**src/rtl/alu_issue_unit_pkg.sv**
```systemverilog
// alu_issue_unit_pkg
//   Shared definitions for the ALU issue unit. It holds the 4-bit ALU opcode
//   encodings driven onto alu_op, the cmd_class and funct3 field values used
//   by the decoder, and the issue FSM state encoding.
package alu_issue_unit_pkg;

    // ALU opcode encodings (alu_op)
    localparam logic [3:0] ALU_AND = 4'b0000;
    localparam logic [3:0] ALU_OR  = 4'b0001;
    localparam logic [3:0] ALU_ADD = 4'b0010;
    localparam logic [3:0] ALU_XOR = 4'b0100;
    localparam logic [3:0] ALU_SUB = 4'b0110;
    localparam logic [3:0] ALU_SLT = 4'b0111;
    localparam logic [3:0] ALU_NOR = 4'b1100;

    // cmd_class values
    localparam logic [1:0] CLASS_R   = 2'b00;
    localparam logic [1:0] CLASS_I   = 2'b01;
    localparam logic [1:0] CLASS_BR  = 2'b10;
    localparam logic [1:0] CLASS_ILL = 2'b11;

    // funct3 values; arithmetic and branch classes reuse 000
    localparam logic [2:0] F3_ADD = 3'b000;
    localparam logic [2:0] F3_SLT = 3'b010;
    localparam logic [2:0] F3_XOR = 3'b100;
    localparam logic [2:0] F3_NOR = 3'b101;
    localparam logic [2:0] F3_OR  = 3'b110;
    localparam logic [2:0] F3_AND = 3'b111;
    localparam logic [2:0] F3_BEQ = 3'b000;
    localparam logic [2:0] F3_BNE = 3'b001;

    // Issue FSM states
    typedef enum logic [1:0] {
        ST_IDLE = 2'd0,
        ST_EXEC = 2'd1,
        ST_DONE = 2'd2
    } state_e;

endpackage

```
**src/rtl/alu_issue_unit_decoder.sv**
```systemverilog
// alu_op_decoder
//   Purely combinational decode of (cmd_class, funct3, funct7b5).
//   Ports:
//     cmd_class, funct3, funct7b5 : decoded-instruction fields
//     alu_op     : ALU opcode to issue (ALU_AND when illegal)
//     use_imm    : operand B comes from the immediate (I-type)
//     is_arith   : non-branch ADD/SUB; the only ops whose overflow is reported
//     is_branch  : branch compare (SUB)
//     branch_ne  : branch taken on not-equal (BNE)
//     illegal    : encoding not supported; all other outputs forced to 0
module alu_op_decoder
    import alu_issue_unit_pkg::*;
(
    input  logic [1:0] cmd_class,
    input  logic [2:0] funct3,
    input  logic       funct7b5,
    output logic [3:0] alu_op,
    output logic       use_imm,
    output logic       is_arith,
    output logic       is_branch,
    output logic       branch_ne,
    output logic       illegal
);

    always_comb begin
        alu_op    = ALU_AND;
        use_imm   = 1'b0;
        is_arith  = 1'b0;
        is_branch = 1'b0;
        branch_ne = 1'b0;
        illegal   = 1'b0;
        case (cmd_class)
            CLASS_R: begin
                case (funct3)
                    F3_ADD: begin
                        alu_op   = funct7b5 ? ALU_SUB : ALU_ADD;
                        is_arith = 1'b1;
                    end
                    F3_AND: alu_op = ALU_AND;
                    F3_OR:  alu_op = ALU_OR;
                    F3_XOR: alu_op = ALU_XOR;
                    F3_SLT: alu_op = ALU_SLT;
                    F3_NOR: begin
                        if (funct7b5) alu_op = ALU_NOR;
                        else          illegal = 1'b1;
                    end
                    default: illegal = 1'b1;
                endcase
            end
            CLASS_I: begin
                use_imm = 1'b1;
                case (funct3)
                    F3_ADD: begin
                        alu_op   = ALU_ADD;
                        is_arith = 1'b1;
                    end
                    F3_AND: alu_op = ALU_AND;
                    F3_OR:  alu_op = ALU_OR;
                    F3_XOR: alu_op = ALU_XOR;
                    F3_SLT: alu_op = ALU_SLT;
                    default: illegal = 1'b1;
                endcase
            end
            CLASS_BR: begin
                alu_op    = ALU_SUB;
                is_branch = 1'b1;
                case (funct3)
                    F3_BEQ:  branch_ne = 1'b0;
                    F3_BNE:  branch_ne = 1'b1;
                    default: illegal = 1'b1;
                endcase
            end
            default: illegal = 1'b1;
        endcase

        // An illegal command issues a harmless AND of zeros with no side flags.
        if (illegal) begin
            alu_op    = ALU_AND;
            use_imm   = 1'b0;
            is_arith  = 1'b0;
            is_branch = 1'b0;
            branch_ne = 1'b0;
        end
    end

endmodule

```
**src/rtl/alu_issue_unit.sv**
```systemverilog
// alu_issue_unit
//   Issue side of the 4-bit alu_op ALU interface. Accepts a decoded
//   instruction, registers operands/opcode, lets the external combinational
//   ALU evaluate for one cycle (EXEC), captures its outputs into a result
//   register (DONE) and hands that to writeback/branch-resolve.
//
//   Handshakes: a transfer happens on a rising edge where valid and ready are
//   both 1. cmd_valid/cmd_* must be held by the initiator until accepted;
//   res_valid/res_* are held stable until res_ready is seen.
//
//   Ports:
//     clk, rst                   : clock, async active-high reset
//     cmd_valid/cmd_ready        : command handshake
//     cmd_class/funct3/funct7b5  : decode fields
//     cmd_a, cmd_b, cmd_imm      : operand sources
//     alu_operand_a/b, alu_op    : registered drive to the ALU
//     alu_result/zero/overflow   : combinational ALU response
//     res_valid/res_ready        : result handshake
//     res_data/zero/ovf/taken/illegal : captured result fields
//     ovf_sticky, ovf_clear      : accumulated overflow flag and its clear
//     op_count                   : count of completed result handshakes
//   The FSM state is held in state_q (type state_e) for checkers.
module alu_issue_unit
    import alu_issue_unit_pkg::*;
#(
    parameter int DATA_WIDTH   = 32,
    parameter int ALU_OP_WIDTH = 4,
    parameter int CNT_WIDTH    = 16
) (
    input  logic                    clk,
    input  logic                    rst,
    input  logic                    cmd_valid,
    output logic                    cmd_ready,
    input  logic [1:0]              cmd_class,
    input  logic [2:0]              cmd_funct3,
    input  logic                    cmd_funct7b5,
    input  logic [DATA_WIDTH-1:0]   cmd_a,
    input  logic [DATA_WIDTH-1:0]   cmd_b,
    input  logic [DATA_WIDTH-1:0]   cmd_imm,
    output logic [DATA_WIDTH-1:0]   alu_operand_a,
    output logic [DATA_WIDTH-1:0]   alu_operand_b,
    output logic [ALU_OP_WIDTH-1:0] alu_op,
    input  logic [DATA_WIDTH-1:0]   alu_result,
    input  logic                    alu_zero,
    input  logic                    alu_overflow,
    output logic                    res_valid,
    input  logic                    res_ready,
    output logic [DATA_WIDTH-1:0]   res_data,
    output logic                    res_zero,
    output logic                    res_ovf,
    output logic                    res_taken,
    output logic                    res_illegal,
    output logic                    ovf_sticky,
    input  logic                    ovf_clear,
    output logic [CNT_WIDTH-1:0]    op_count
);

    // Decoder outputs
    logic [3:0] dec_alu_op;
    logic       dec_use_imm;
    logic       dec_is_arith;
    logic       dec_is_branch;
    logic       dec_branch_ne;
    logic       dec_illegal;

    alu_op_decoder u_decoder (
        .cmd_class (cmd_class),
        .funct3    (cmd_funct3),
        .funct7b5  (cmd_funct7b5),
        .alu_op    (dec_alu_op),
        .use_imm   (dec_use_imm),
        .is_arith  (dec_is_arith),
        .is_branch (dec_is_branch),
        .branch_ne (dec_branch_ne),
        .illegal   (dec_illegal)
    );

    // State and registers
    state_e                  state_q,       state_d;
    logic [ALU_OP_WIDTH-1:0] op_q,          op_d;
    logic [DATA_WIDTH-1:0]   opa_q,         opa_d;
    logic [DATA_WIDTH-1:0]   opb_q,         opb_d;
    logic                    arith_q,       arith_d;
    logic                    branch_q,      branch_d;
    logic                    bne_q,         bne_d;
    logic                    illegal_q,     illegal_d;
    logic [DATA_WIDTH-1:0]   res_data_q,    res_data_d;
    logic                    res_zero_q,    res_zero_d;
    logic                    res_ovf_q,     res_ovf_d;
    logic                    res_taken_q,   res_taken_d;
    logic                    res_illegal_q, res_illegal_d;
    logic                    ovf_sticky_q,  ovf_sticky_d;
    logic [CNT_WIDTH-1:0]    op_count_q,    op_count_d;

    logic accept;
    logic res_hs;
    logic cap_ovf;
    logic cap_taken;

    // A result leaving DONE frees the unit in the same cycle, so a waiting
    // command can be accepted back-to-back with the result handshake.
    assign res_hs    = (state_q == ST_DONE) && res_ready;
    assign cmd_ready = (state_q == ST_IDLE) || res_hs;
    assign accept    = cmd_valid && cmd_ready;

    // Overflow is only meaningful for non-branch ADD/SUB; branch compares
    // also use SUB but must not report it.
    assign cap_ovf   = arith_q && alu_overflow;
    assign cap_taken = branch_q && (bne_q ? !alu_zero : alu_zero);

    always_comb begin
        state_d       = state_q;
        op_d          = op_q;
        opa_d         = opa_q;
        opb_d         = opb_q;
        arith_d       = arith_q;
        branch_d      = branch_q;
        bne_d         = bne_q;
        illegal_d     = illegal_q;
        res_data_d    = res_data_q;
        res_zero_d    = res_zero_q;
        res_ovf_d     = res_ovf_q;
        res_taken_d   = res_taken_q;
        res_illegal_d = res_illegal_q;
        ovf_sticky_d  = ovf_sticky_q;
        op_count_d    = op_count_q;

        case (state_q)
            ST_IDLE: begin
                if (accept) state_d = ST_EXEC;
            end
            ST_EXEC: begin
                state_d = ST_DONE;
            end
            ST_DONE: begin
                if (res_ready) state_d = accept ? ST_EXEC : ST_IDLE;
            end
            default: begin
                state_d = ST_IDLE;
            end
        endcase

        if (accept) begin
            op_d      = ALU_OP_WIDTH'(dec_alu_op);
            opa_d     = dec_illegal ? '0 : cmd_a;
            opb_d     = dec_illegal ? '0 : (dec_use_imm ? cmd_imm : cmd_b);
            arith_d   = dec_is_arith;
            branch_d  = dec_is_branch;
            bne_d     = dec_branch_ne;
            illegal_d = dec_illegal;
        end

        if (state_q == ST_EXEC) begin
            res_data_d    = illegal_q ? '0 : alu_result;
            res_zero_d    = alu_zero;
            res_ovf_d     = cap_ovf;
            res_taken_d   = cap_taken;
            res_illegal_d = illegal_q;
        end

        // A new overflow capture takes priority over a coincident clear.
        if ((state_q == ST_EXEC) && cap_ovf) begin
            ovf_sticky_d = 1'b1;
        end else if (ovf_clear) begin
            ovf_sticky_d = 1'b0;
        end

        if (res_hs) begin
            op_count_d = op_count_q + 1'b1;
        end
    end

    always_ff @(posedge clk or posedge rst) begin
        if (rst) begin
            state_q       <= ST_IDLE;
            op_q          <= '0;
            opa_q         <= '0;
            opb_q         <= '0;
            arith_q       <= 1'b0;
            branch_q      <= 1'b0;
            bne_q         <= 1'b0;
            illegal_q     <= 1'b0;
            res_data_q    <= '0;
            res_zero_q    <= 1'b0;
            res_ovf_q     <= 1'b0;
            res_taken_q   <= 1'b0;
            res_illegal_q <= 1'b0;
            ovf_sticky_q  <= 1'b0;
            op_count_q    <= '0;
        end else begin
            state_q       <= state_d;
            op_q          <= op_d;
            opa_q         <= opa_d;
            opb_q         <= opb_d;
            arith_q       <= arith_d;
            branch_q      <= branch_d;
            bne_q         <= bne_d;
            illegal_q     <= illegal_d;
            res_data_q    <= res_data_d;
            res_zero_q    <= res_zero_d;
            res_ovf_q     <= res_ovf_d;
            res_taken_q   <= res_taken_d;
            res_illegal_q <= res_illegal_d;
            ovf_sticky_q  <= ovf_sticky_d;
            op_count_q    <= op_count_d;
        end
    end

    assign alu_op        = op_q;
    assign alu_operand_a = opa_q;
    assign alu_operand_b = opb_q;
    assign res_valid     = (state_q == ST_DONE);
    assign res_data      = res_data_q;
    assign res_zero      = res_zero_q;
    assign res_ovf       = res_ovf_q;
    assign res_taken     = res_taken_q;
    assign res_illegal   = res_illegal_q;
    assign ovf_sticky    = ovf_sticky_q;
    assign op_count      = op_count_q;

endmodule

```
**config.mk**
```make
export PLATFORM = sky130hd
export DESIGN_NAME = alu_issue_unit
export DESIGN_NICKNAME = d
export VERILOG_FILES = /design/src/rtl/alu_issue_unit_pkg.sv /design/src/rtl/alu_issue_unit_decoder.sv /design/src/rtl/alu_issue_unit.sv
export SDC_FILE = /design/constraint.sdc
export NUM_CORES = 1
export LEC_CHECK = 0
export ABC_AREA = 1
export BUFFER_PORTS_ARGS = -buffer_cell sky130_fd_sc_hd__buf_2
export CAP_MARGIN = 10
export CORE_MARGIN = 2
export CORE_UTILIZATION = 42
export DETAILED_ROUTE_END_ITERATION = 12
export PLACE_DENSITY = 0.76
export SLEW_MARGIN = 20
export SYNTH_ARGS = -nofsm -noshare
export SYNTH_HDL_FRONTEND = slang
export SYNTH_SLANG_ARGS = --single-unit
```
**constraint.sdc**
```tcl
create_clock -name clk -period 3.4 [get_ports clk]
set_clock_uncertainty 0.05 [all_clocks]
set_input_delay 0 -clock clk [delete_from_list [all_inputs] [get_ports clk]]
set_output_delay 0 -clock clk [all_outputs]
set_load 0.005 [all_outputs]
```
After elaboration in Yosys (flattened, before gate mapping)
Index checks and enable logic that the tools add are counted.
- $add $sub $neg: 1
- equality and inequality tests: 12
- muxes and demuxes: 32
- reductions and logical operators: 15
- operator list (kind ; number):
    $mux W32 ; 4
    $pmux W4 S5 ; 1
    $mux W1 ; 17
    $add A16 B1 Y16 const B ; 1
    $eq A3 B3 Y1 const B ; 4
    $pmux W3 S4 ; 1
    $pmux W4 S3 ; 1
    $mux W4 ; 2
    $pmux W2 S3 ; 1
    $logic_and A1 B1 Y1 ; 5
    $reduce_or A5 Y1 ; 1
    $eq A2 B1 Y1 const B ; 2
    $eq A2 B2 Y1 const B ; 2
    $logic_not A2 Y1 ; 2
    $mux W2 ; 2
    $reduce_or A2 Y1 ; 2
    $eq A3 B1 Y1 const B ; 1
    $eq A3 B2 Y1 const B ; 1
    $logic_not A3 Y1 ; 1
    $mux W3 ; 1
    $pmux W1 S3 ; 1
    $ne A2 B1 Y1 const B ; 1
    $ne A2 B2 Y1 const B ; 1
    $pmux W1 S2 ; 1
    other kinds (4) ; 4
- register bits: 127
- output and inout bits: 123
- logic and storage cells: 75

Longest topological paths before layout
- depth after elaboration: 7
- depth in mapped cells: 10

Modules after synthesis
Synthesis repeated with hierarchy kept, for this count alone.
- cell total of the unflattened synthesis: 536
- area total of the unflattened synthesis: 5398.9 µm²
- modules (own cells, without submodules) (module ; instances ; cells each ; area an instance (µm²) ; sequential area each (µm²)):
    alu_issue_unit ; 1 ; 495 ; 5220.0 ; 3178.0
    alu_op_decoder ; 1 ; 41 ; 178.9 ; 0.0

Least setup slack after synthesis
Ideal clock, no wire load.
- path type: register to register
- start point: register op_count_q[1] (netlist: op_count[1])
- end point: register op_count_q[12] (netlist: op_count[12])
- library setup time: 0.113 ns
- arrival: 1.235 ns
- required time: 3.237 ns
- setup slack: 2.002 ns
- cell stages (with the launch flop): 9
- clock period less this slack: 1.398 ns
- path through: dfrtp_1 -> ha_1 -> nand3_1 -> nor2_2 -> nand3_1 -> nor2_1 -> nand2_1 -> nand2_1 -> inv_1
- cells in the longest elaborated chain, start to end: 1
- RTL lines (item ; line ; text):
    start, declared ; alu_issue_unit.sv:93 ; logic [CNT_WIDTH-1:0] op_count_q, op_count_d;
    start signal, assigned ; alu_issue_unit.sv:205 ; op_count_q <= op_count_d;
    $add A16 B1 Y16 ; alu_issue_unit.sv:169 ; op_count_d = op_count_q + 1'b1;
Every way passes these cells.
A chain may end at the register's enable or synchronous reset.

Final worst setup path
- start point: input port cmd_funct3[2]
- end point: register opb_q[1] (netlist: alu_operand_b[1])
- cells in the longest elaborated chain, start to end: 7
- RTL lines (item ; line ; text):
    start, declared ; alu_issue_unit.sv:35 ; input logic [2:0] cmd_funct3,
    $eq A3 B3 Y1 (tied with other cells) ; alu_issue_unit_decoder.sv:34, alu_issue_unit_decoder.sv:52 ;
    $reduce_or A5 Y1 (no source line) / $reduce_or A2 Y1 (equally long branches) ; - ;
    $pmux W1 S2 (tied with other cells) ; alu_issue_unit_decoder.sv:34 ; case (funct3)
    $pmux W1 S3 * ; alu_issue_unit_decoder.sv:32 ; case (cmd_class)
    $mux W1 ; alu_issue_unit_decoder.sv:77 ; if (illegal) begin
    $mux W32 ; alu_issue_unit.sv:146 ; opb_d = dec_illegal ? '0 : (dec_use_imm ? cmd_imm : cmd_b);
    $mux W32 * ; alu_issue_unit.sv:146 ;
    end signal, assigned ; alu_issue_unit.sv:194 ; opb_q <= opb_d;
    end, declared ; alu_issue_unit.sv:82 ; logic [DATA_WIDTH-1:0] opb_q, opb_d;
Every way passes the cells marked *; elsewhere a longest branch is shown, timed or not.

==> results.txt <==
----------------------------------------------------
[CTS]
  H-tree depth ... 4
  Total of hold buffers inserted after clock tree synthesis ... 146
  Cts bufs inserted ... 17
  CTS tree ... done
  Number of buffers on the longest clock path ... 2
  Total setup buffers inserted after CTS ... 0
  Number of clock sinks seen by CTS ... 127
  Clk slew on worst S/H paths ... 0.06 ns
  Cells resized by post-CTS repair ... 0
  Latest clock arrival within the worst-skew pair ... 0.41 ns
  Root Buffer ... sky130_fd_sc_hd__clkbuf_16

[STA]
  Number of max-slew violations in the final report ... 0
  Final total negative setup slack ... 0 ns
  Post-layout min period ... 2.717 ns
  Worst slack on hold paths ... 0.03829 ns
  Fmax ... 368.0 MHz
  Max transition margin ... 0.3689
  Number of setup violations in the final report ... 0
  Slew at the pin closest to its max-slew limit ... 0.9467 ns
  Final hold violations ... 0
  Unrepaired setup endpoints after global routing ... false
  Tcrit/Tclk final ... 0.7992

[Floorplan]
  Count of boundary I/O pins ... 264
  Effective utilization at floorplan ... 0.4287
  Die Span Y ... 120.3 um
  X dimension of the die ... 120.3 um
  Standard-cell row count ... 42
  Core footprint ... 0.01324 mm2
  Overall die area ... 0.01446 mm2

[Setup path]
  Reg2Reg Setup Slack ... 1.30 ns
  Crit Path Category ... in -> reg
  CP arrival ... 2.97 ns
  Startpoint of the lowest-slack register-to-register path ... state_q[1]
  Required arrival time at the worst endpoint ... 3.65 ns
  Worst R2R End ... bne_q
  Highest fanout seen on the critical path ... 57
  Startpoint type of the worst setup path ... input pin
  Nature of the critical path endpoint ... flip-flop
  Worst Reg2Reg Path Length in Cells ... 8

[Finish]
  Layout area overhead ... 61.91%
  Fraction of layout instances using a drive strength above 1 ... 0.2922
  Fraction of the core area covered by cells at the end of the flow ... 0.6941
  Number of nets in the layout ... 1207

[Power]
  Power share of the sequential group ... 0.400
  Internal Pwr Total ... 3.560 mW
  Net switching fraction of the power ... 0.2902
  Reported net switching power ... 1.456 mW
  Power density relative to cell area ... 545.7 mW/mm2
  Maximum ir drop on the vdd rail ... 0.0003306 V
  Share of power burned in the clock network ... 0.369
  LEAKAGE ... 5.158 nW
  Portion of total power attributed to combinational logic ... 0.232
  Tot Pwr ... 5.016 mW

[GRT]
  Combined global-route utilization of all metal layers ... 0.2596
  Wire length of the first global-routing pass ... 29580 um
  Pin count of the biggest net entering global routing ... 128
  Initial antenna violation count ... 2
  Grt total ovfl ... 0
  Vias in the first global route ... 6221

[Outcome]
  Status ... completed

[Routing]
  DRC violation count after routing ... 0
  Routed wire length on met2 ... 9296 um
  Count of vias placed by the detailed router ... 6124
  M1 wire length ... 7269 um
  Top routing layer in use ... met5
  Detailed Routing Iterations Pass 1 ... 5
  Number of vias per cell after detailed routing ... 4.880
  Initial drt markers ... 473
  Routed wire length ... 18550 um
  Post-detailed-route count of antenna-violating nets ... 0
  Wire per inst ... 14.78 um
  Wire length on met3 ... 1243 um

[Yosys]
  Per-instance average area after synthesis ... 8.536 um2
  Gate count after technology mapping ... 665
  Netlist area before placement ... 0.005677 mm2
  Syn nets ... 807
  Total of flip-flops plus latches after synthesis ... 127
  Seq/Total Area, Yosys ... 0.5598
  Unique cell type count in the Yosys netlist ... 27
  Synthesis warning total ... 0

[Placed design]
  Number of port buffers ... 263
  Gp weighted congestion ... 0.8287
  Final HPWL from detailed placement ... 10220 um

[Hold path]
  Min-delay src ... cmd_class[1]
  Class of the tightest hold or removal check ... in -> reg
  Hold Crit Depth ... 6
  Capture endpoint of the worst hold path ... alu_op[2]

[Run]
  Total of max-cap violations ... 0

----------------------------------------------------
## cells in the final DEF, fill, tap and decap left out, types with 3 or more instances in the layout
cell	n
sky130_fd_sc_hd__a21oi_1	3
sky130_fd_sc_hd__a22o_1	32
sky130_fd_sc_hd__buf_2	263
sky130_fd_sc_hd__buf_4	5
sky130_fd_sc_hd__bufinv_16	3
sky130_fd_sc_hd__clkbuf_16	17
sky130_fd_sc_hd__clkinv_4	4
sky130_fd_sc_hd__clkinvlp_4	5
sky130_fd_sc_hd__dfrtp_1	127
sky130_fd_sc_hd__dlygate4sd3_1	146
sky130_fd_sc_hd__inv_1	57
sky130_fd_sc_hd__inv_2	5
sky130_fd_sc_hd__inv_6	3
sky130_fd_sc_hd__nand2_1	223
sky130_fd_sc_hd__nand3_1	77
sky130_fd_sc_hd__nand4_1	7
sky130_fd_sc_hd__nor2_1	30
sky130_fd_sc_hd__o21ai_0	42
sky130_fd_sc_hd__o21ai_1	5
sky130_fd_sc_hd__xor2_1	5
## worst max path at each step
stage                             start           endpoint  slack [ns]  depth (start not counted)
after floorplan                     rst          alu_op[0]        1.78                          1
after global placement    cmd_funct3[2]  alu_operand_b[25]        1.44                          7
after detailed placement     state_q[1]  alu_operand_a[11]        1.39                          8
after CTS                 cmd_funct3[2]   alu_operand_b[1]        0.76                         11
after global routing      cmd_funct3[2]  alu_operand_b[11]        0.44                          9
final                     cmd_funct3[2]   alu_operand_b[1]        0.68                         11
## power by group through the flow
stage / Combinational [mW] / Clock, mW / Sequential, mW
after CTS: 1.14 / 1.88 / 2.00
final: 1.16 / 1.85 / 2.01
after floorplan: 0.475 / 0 / 2.03
after global routing: 1.29 / 1.96 / 2.04
after detailed placement: 0.998 / 0 / 2.01
after global placement: 0.981 / 0 / 2.01
## per-stage QoR
stage | std cells | cell area (um2) | setup slack (ns)
after floorplan | 665 | 5680 | 1.783
after global placement | 1076 | 7116 | 1.435
after detailed placement | 1076 | 7116 | 1.391
after CTS | 1254 | 9189 | 0.7622
after global routing | 1255 | 9191 | 0.4395
final | 1255 | 9191 | 0.6826
## layout make-up
class                   instances  area, um2
diodes                          1      2.502
clock buffers                  17      425.4
clock inverters                15      186.4
fillers                       925       4051
inverters                      63      240.2
multi-input cells             440       2083
flip-flops and latches        127       3178
well taps                     176      220.2
repair buffers                416       2855
## layer usage
layer	vias to the layer above	track usage
li1	2948	-
met1	2826	0.2976
met2	280	0.4489
met3	68	0.06604
met4	2	0.1330
met5	-	0
## kinds of logic after synthesis
kind of cell | Yosys count | synth area share
AOI/OAI and AO/OA | 86 | 0.09874
and+or+nand+nor | 346 | 0.2539
buffers and inverters | 98 | 0.07450
adders and majority gates | 1 | 0.002204
DFF | 127 | 0.5598
xor gates and xnor gates | 7 | 0.01080
## critical path, cell delays in order
cell,delay [ns]
sky130_fd_sc_hd__dlygate4sd3_1,0.54
sky130_fd_sc_hd__buf_2,0.15
sky130_fd_sc_hd__nand2_1,0.07
sky130_fd_sc_hd__nand2_1,0.13
sky130_fd_sc_hd__nand3_2,0.72
sky130_fd_sc_hd__buf_4,0.46
sky130_fd_sc_hd__nand2_1,0.08
sky130_fd_sc_hd__o21ai_1,0.07
sky130_fd_sc_hd__dlygate4sd3_1,0.60
sky130_fd_sc_hd__nand3_1,0.07
sky130_fd_sc_hd__nand2_1,0.05
## cells in the mapped netlist
cell type,n,area [um2]
sky130_fd_sc_hd__inv_2,5,18.77
sky130_fd_sc_hd__o21ai_0,42,210.2
sky130_fd_sc_hd__nand3_1,77,385.4
sky130_fd_sc_hd__a22o_1,32,280.3
sky130_fd_sc_hd__nand4_1,7,43.79
sky130_fd_sc_hd__buf_1,2,7.510
sky130_fd_sc_hd__xnor2_1,2,17.52
sky130_fd_sc_hd__nor3_2,1,10.01
sky130_fd_sc_hd__inv_1,58,217.7
sky130_fd_sc_hd__nor2_2,3,18.77
sky130_fd_sc_hd__nand2_1,224,840.8
sky130_fd_sc_hd__buf_4,1,7.510
sky130_fd_sc_hd__clkbuf_1,11,41.29
sky130_fd_sc_hd__a21oi_1,3,15.01
sky130_fd_sc_hd__buf_2,17,85.08
sky130_fd_sc_hd__o21bai_1,1,7.510
sky130_fd_sc_hd__o211ai_1,1,7.510
sky130_fd_sc_hd__nand3_2,2,20.02
sky130_fd_sc_hd__buf_6,4,45.04
sky130_fd_sc_hd__nor2_1,30,112.6
sky130_fd_sc_hd__xor2_1,5,43.79
sky130_fd_sc_hd__o21a_1,1,7.510
sky130_fd_sc_hd__ha_1,1,12.51
sky130_fd_sc_hd__nor3_1,2,10.01
sky130_fd_sc_hd__o31ai_1,1,7.510
sky130_fd_sc_hd__dfrtp_1,127,3178
sky130_fd_sc_hd__o21ai_1,5,25.02
## sequential cells by signal, indices dropped and copies added, names as in the netlist
register / count
illegal_q: 1
res_taken: 1
res_data: 32
res_illegal: 1
op_count: 16
ovf_sticky: 1
alu_op: 4
alu_operand_a: 32
arith_q: 1
res_zero: 1
bne_q: 1
alu_operand_b: 32
branch_q: 1
res_ovf: 1
state_q: 2
(Power assumes the default switching activity.)
